File: src/rtl/rd_resp_mux_pkg.sv
// Shared types and helpers for the registered read-response multiplexer.
package rd_resp_mux_pkg;

  typedef enum logic [1:0] {
    IDLE = 2'd0,
    WAIT = 2'd1,
    RESP = 2'd2
  } state_t;

  localparam logic [31:0] ERR_DATA_DEF = 32'hDEAD_BEEF;

  // Width helper that never returns zero, so single-entry vectors still get a 1-bit field.
  function automatic int clog2_min1(input int n);
    return (n <= 1) ? 1 : $clog2(n);
  endfunction

endpackage

File: src/rtl/rd_resp_mux_onehot_enc.sv
// One-hot classifier and encoder: reports exactly-one / all-zero and the index of the set bit.
module onehot_enc
  import rd_resp_mux_pkg::*;
#(
  parameter int W = 4
) (
  input  logic [W-1:0]               vec,
  output logic [clog2_min1(W)-1:0]   idx,
  output logic                       one,
  output logic                       none
);

  localparam int IW = clog2_min1(W);

  always_comb begin
    idx = '0;
    for (int i = 0; i < W; i++) begin
      if (vec[i]) idx = IW'(i);
    end
  end

  assign none = (vec == '0);
  assign one  = !none && ((vec & (vec - W'(1))) == '0);

endmodule

File: src/rtl/rd_resp_mux.sv
// Transaction-aware read-response router: one outstanding read, timeout and decode-error reporting.
//  state | meaning
//  IDLE  | ready for a request, nothing outstanding
//  WAIT  | request forwarded, waiting on the selected slave (timer running)
//  RESP  | response held on rd/rerr with rvld=1 until the master takes it
module rd_resp_mux
  import rd_resp_mux_pkg::*;
#(
  parameter int              SLV_C    = 4,
  parameter int              DW       = 32,
  parameter int              TIMEOUT  = 16,
  parameter logic [DW-1:0]   ERR_DATA = DW'(ERR_DATA_DEF),
  parameter int              ERR_CW   = 8
) (
  input  logic                         clk,
  input  logic                         rst,
  input  logic                         req_vld,
  input  logic [SLV_C-1:0]             req_sel,
  output logic                         req_rdy,
  output logic [SLV_C-1:0]             act_sel,
  input  logic [SLV_C-1:0]             rvld_s,
  input  logic [SLV_C-1:0][DW-1:0]     rd_s,
  output logic [DW-1:0]                rd,
  output logic                         rvld,
  output logic                         rerr,
  input  logic                         rrdy,
  output logic [ERR_CW-1:0]            err_cnt
);

  localparam int IW = clog2_min1(SLV_C);
  localparam int TW = clog2_min1(TIMEOUT + 1);
  localparam logic [TW-1:0] TO_LAST = (TIMEOUT == 0) ? '0 : TW'(TIMEOUT - 1);

  state_t           state;
  logic [TW-1:0]    timer;
  logic [SLV_C-1:0] enc_vec;
  logic [IW-1:0]    enc_idx;
  logic             enc_one;
  logic             enc_none;
  logic             dec_ok;
  logic             sel_rsp;
  logic             err_full;

  // The encoder checks the incoming select while idle and indexes the latched select otherwise.
  assign enc_vec = (state == IDLE) ? req_sel : act_sel;

  onehot_enc #(.W(SLV_C)) u_enc (
    .vec  (enc_vec),
    .idx  (enc_idx),
    .one  (enc_one),
    .none (enc_none)
  );

  assign dec_ok   = enc_one && !enc_none;
  assign sel_rsp  = |(rvld_s & act_sel);
  assign err_full = (err_cnt == '1);

  always_ff @(posedge clk or posedge rst) begin
    if (rst) begin
      state   <= IDLE;
      req_rdy <= 1'b1;
      act_sel <= '0;
      rd      <= '0;
      rvld    <= 1'b0;
      rerr    <= 1'b0;
      err_cnt <= '0;
      timer   <= '0;
    end else begin
      case (state)
        IDLE: begin
          if (req_vld) begin
            req_rdy <= 1'b0;
            if (dec_ok) begin
              act_sel <= req_sel;
              timer   <= '0;
              state   <= WAIT;
            end else begin
              rd    <= ERR_DATA;
              rerr  <= 1'b1;
              rvld  <= 1'b1;
              state <= RESP;
              if (!err_full) err_cnt <= err_cnt + 1'b1;
            end
          end
        end
        WAIT: begin
          // A response arriving on the last timer cycle still wins over the timeout.
          if (sel_rsp) begin
            rd    <= rd_s[enc_idx];
            rerr  <= 1'b0;
            rvld  <= 1'b1;
            state <= RESP;
          end else begin
            timer <= timer + 1'b1;
            if ((TIMEOUT != 0) && (timer == TO_LAST)) begin
              rd    <= ERR_DATA;
              rerr  <= 1'b1;
              rvld  <= 1'b1;
              state <= RESP;
              if (!err_full) err_cnt <= err_cnt + 1'b1;
            end
          end
        end
        RESP: begin
          if (rrdy) begin
            rvld    <= 1'b0;
            act_sel <= '0;
            req_rdy <= 1'b1;
            state   <= IDLE;
          end
        end
        default: begin
          state   <= IDLE;
          req_rdy <= 1'b1;
          rvld    <= 1'b0;
          act_sel <= '0;
        end
      endcase
    end
  end

endmodule

File: config.mk
export PLATFORM = sky130hd
export DESIGN_NAME = rd_resp_mux
export DESIGN_NICKNAME = d
export VERILOG_FILES = /design/src/rtl/rd_resp_mux_pkg.sv /design/src/rtl/rd_resp_mux_onehot_enc.sv /design/src/rtl/rd_resp_mux.sv
export SDC_FILE = /design/constraint.sdc
export NUM_CORES = 1
export LEC_CHECK = 0
export ABC_AREA = 1
export CAP_MARGIN = 10
export CORE_ASPECT_RATIO = 1.5
export CORE_MARGIN = 5
export CORE_UTILIZATION = 38
export CTS_CLUSTER_DIAMETER = 30
export DETAILED_ROUTE_END_ITERATION = 12
export PLACE_DENSITY = 0.79
export SLEW_MARGIN = 15
export SYNTH_ARGS = -nofsm -noshare
export SYNTH_HDL_FRONTEND = slang
export SYNTH_SLANG_ARGS = --single-unit
File: constraint.sdc
create_clock -name clk -period 1.7 [get_ports clk]
set_input_delay 0.425 -clock clk [delete_from_list [all_inputs] [get_ports clk]]
set_output_delay 0.425 -clock clk [all_outputs]
set_load 0.005 [all_outputs]
==> out/summary.md <==
- **sequential area share after synthesis** 0.348
- **Max clock buf depth** 2
- **count of buffers from port buffering** 186
- **number of failing setup endpoints in the final timing report** 53
- **residual DRC count** 0
- **area enclosed by the die boundary** 12400 µm²
- **startpoint type of the worst setup path** register
- **violations in the final reports** setup timing
- **simple-gate portion of the synthesized area** 0.372
- **flops & latches, synth** 54
- **CTS tree** yes
- **initial antenna violation count** 0
- **Synth area leader** dfrtp_1
- **total number of H-tree levels** 2
- **overflow left after global routing** 0
- **number of slew-limit violations in the final report** 0
- **Synth Area in Adders** 0.00967
- **Die Height** 134 µm
- **count of yosys warnings during synthesis** 0
- **Most common cell on crit path** nand3_4
- **global-route total usage across every layer** 0.218
- **wire length of the first global-routing pass** 22200 µm
- **critical path fanouts, max** 9
- **Cells after Synth** 598
- **Tightest Hold Check Type** in -> async
- **normalized max-slew margin** 0.668
- **pin count of the biggest net entering global routing** 49
- **dpl ws** -439 ps
- **xor/xnor cell area share of the yosys netlist** 0.0135
- **critical path's slowest cell** dfrtp_2
- **HPWL Detailed** 10400 µm
- **antenna fix cells** 0
- **largest voltage drop on the vdd net** 1.05 mV
- **share of async-settable or async-resettable flops after synthesis** 1.00
- **DR iter-0 viols** 201
- **Final Worst Setup Slack** -258 ps
- **clock latency on the worst-skew pair** 290 ps
- **die span in x** 92.5 µm
- **top post-synthesis cells by area** dfrtp_1, nand2_1, nand3_1
- **post-route clock period utilization** 1.15
- **quantity of hold-fixing buffers added after cts** 0
- **total buffers and inverters traversed by the critical path** 3
- **slack of the worst reg-to-reg path** -260 ps
- **TritonCTS Sinks** 54
- **EDFF count, synth** 0
- **Netlist cell types** 32
- **crit path capture type** register
- **time the final worst path needs with I/O delays and setup** 1960 ps
- **gp weighted congestion** 0.864
- **setup repair after global routing missed its margin** true
- **multiplexer share of the synthesized area** 0
- **overall power** 0.0116 W
- **synthesized-area fraction occupied by ao, oa, aoi and oai cells** 0.116
- **routed via count divided by cell count** 5.15
- **net count reported at finish** 964
- **number of buffers inserted during clock tree synthesis** 5
- **clock tree root driver cell** clkbuf_16
- **Vias** 4834
- **slew at the pin with the worst max-slew slack** 492 ps
- **post-route antenna net violation count** 0
- **via count of the first global-routing pass** 4798
- **critical path class** reg -> reg
- **areal power density over the cells** 1700 nW/µm²
- **area grow syn2layout** 76.9%
- **Max Cap Viol** 0
- **syn_nets** 741
- **critical path's largest stage delay** 450 ps
- **CP required** 1910 ps
- **starting density of the core** 0.385
- **io pins** 187
- **status** finished, violations left
- **final wirelength** 14900 µm
- **Pleak** 3.32 nW
- **max frequency** 511 MHz
- **Placed Cells** 906
- **area share of the leading cell type in the synthesized netlist** 0.342
- **clock slew at reported path FFs** 70 ps
- **average wire per standard cell** 15.9 µm
- **dominant register cell in the synthesized netlist** dfrtp_1
- **core region area** 10100 µm²
- **cell area after synthesis** 3880 µm²
- **Syn Area/Cell** 6.49 µm²
- **clk_skew** 9.05 ps
- **largest family of logic cells by synthesized area** simple AND/OR/NAND/NOR gates
- **Top Family by Delay on Critical Path** simple AND/OR/NAND/NOR gates
- **share of post-route cells with drive strength above 1** 0.209
- **count of final hold-check violations** 0
- **worst path arrival time** 2170 ps
- **Finished Layout Cells** 939
- **sequence of cells on the critical path** nor2_4 -> buf_6 -> nand2_4 -> inv_2 -> nor2_1 -> nand2_1 -> nand2_2 -> nand3_4 -> nand3_4 -> buf_12 -> a21oi_2
- **detailed-router iteration count before antenna repair** 4
- **number of rows created at floorplan** 45
[final timing paths]
| path | from | to | cells past startpoint |
|---|---|---|---|
| max reg2reg | state[0]$_DFFE_PP0P_ | rd[23]$_DFFE_PP0P_ | 11 |
| min | rst | rvld$_DFFE_PP0P_ | 2 |
| min in group clk | rd[29]$_DFFE_PP0P_ | rd[29]$_DFFE_PP0P_ | 2 |
| max in group asynchronous | rst | rd[17]$_DFFE_PP0P_ | 3 |
| min reg2reg | rd[29]$_DFFE_PP0P_ | rd[29]$_DFFE_PP0P_ | 2 |
| max | state[0]$_DFFE_PP0P_ | rd[23]$_DFFE_PP0P_ | 11 |
[cell usage after synthesis, types with 2 or more instances]
library cell and instances:
nand4_1 9, o21ai_0 22, ha_1 3, nor3_1 9, nand2_2 4, or2_2 2, buf_4 6, buf_6 5
a21oi_2 6, nand2_1 145, xor2_1 4, buf_2 16, inv_1 89, nand3_1 85, a21oi_1 54, nor2_2 3
nand3_2 2, nor2_1 61, xnor2_1 2, dfrtp_1 53, nand3b_1 2, clkbuf_1 6
[area by class of cell]
class | count | area [µm²]
fill | 832 | 3210
timing repair buffer | 248 | 2560
multi-input combinational | 422 | 2310
sequential | 54 | 1360
inverter | 90 | 342
tap | 117 | 146
clock buffer | 7 | 143
clock inverter | 1 | 5.00
[metal layers]
metal  vias up  part of all wire  global-route usage
met1      2282              0.36               0.240
met5         -                 0                   0
met2       175              0.54               0.412
met3        40             0.051              0.0320
met4         0             0.041              0.0901
li1       2337                 -                   -
[cells by family after synthesis]
kind of cell	after synthesis
xor+xnor	6
simple gates	327
flops	54
compound gates	84
buf+inv	124
fa+ha+maj	3
[layout by cell type (no fill, tap or decap), drive strengths merged]
cell and instances:
clkinv 1, buf 59, a31o 1, dfstp 1, dlymetal6s2s 1, nand3 88
nand2 151, nor2 66, o21ai 22, xnor2 2, and2 1, o21a 1
clkinvlp 1, or2 3, ha 3, a21oi 60, nor3 9, dfrtp 53
inv 89, nand4 9, dlygate4sd2 6, nand3b 2, clkdlybuf4s50 179, xor2 4
clkbuf 10
[sequential cells by signal (all words and copies together) (netlist names)]
| signal | flops |
|---|---|
| rd | 32 |
| req_rdy | 1 |
| timer | 5 |
| err_cnt | 8 |
| act_sel | 4 |
| rvld | 1 |
| rerr | 1 |
| state | 2 |
[power by group]
group / internal, W / leakage (nW) / total (W) / switching (W)
logic: 0.00402 / 2.63 / 0.00862 / 0.00460
clock network: 0.000586 / 0.0739 / 0.00104 / 0.000451
registers: 0.00169 / 0.616 / 0.00199 / 0.000298
total: 0.00630 / 3.32 / 0.0116 / 0.00535
[stage by stage]
stage / instance area, µm² / hold slack [ps] / TNS [ps] / util
5_1_grt: 6870 / 509 / -16130 / 0.681
2_1_floorplan: 3890 / 453 / 0 / -
4_1_cts: 6540 / 486 / -3470 / 0.649
3_3_place_gp: 6130 / 462 / -16900 / 0.608
3_5_place_dp: 6130 / 468 / -19620 / 0.608
6_report: 6870 / 488 / -11760 / 0.681
[timing repair]
action / 4_1_cts / 5_1_grt
pin swaps: 5 / 13
setup buffers: 14 / 6
hold endpoints to repair: 0 / 0
endpoints found under the setup margin: 60 / 56
gates cloned: 3 / 3
gates resized for setup: 41 / 73
No activity file was read; power rests on OpenSTA's default activity.
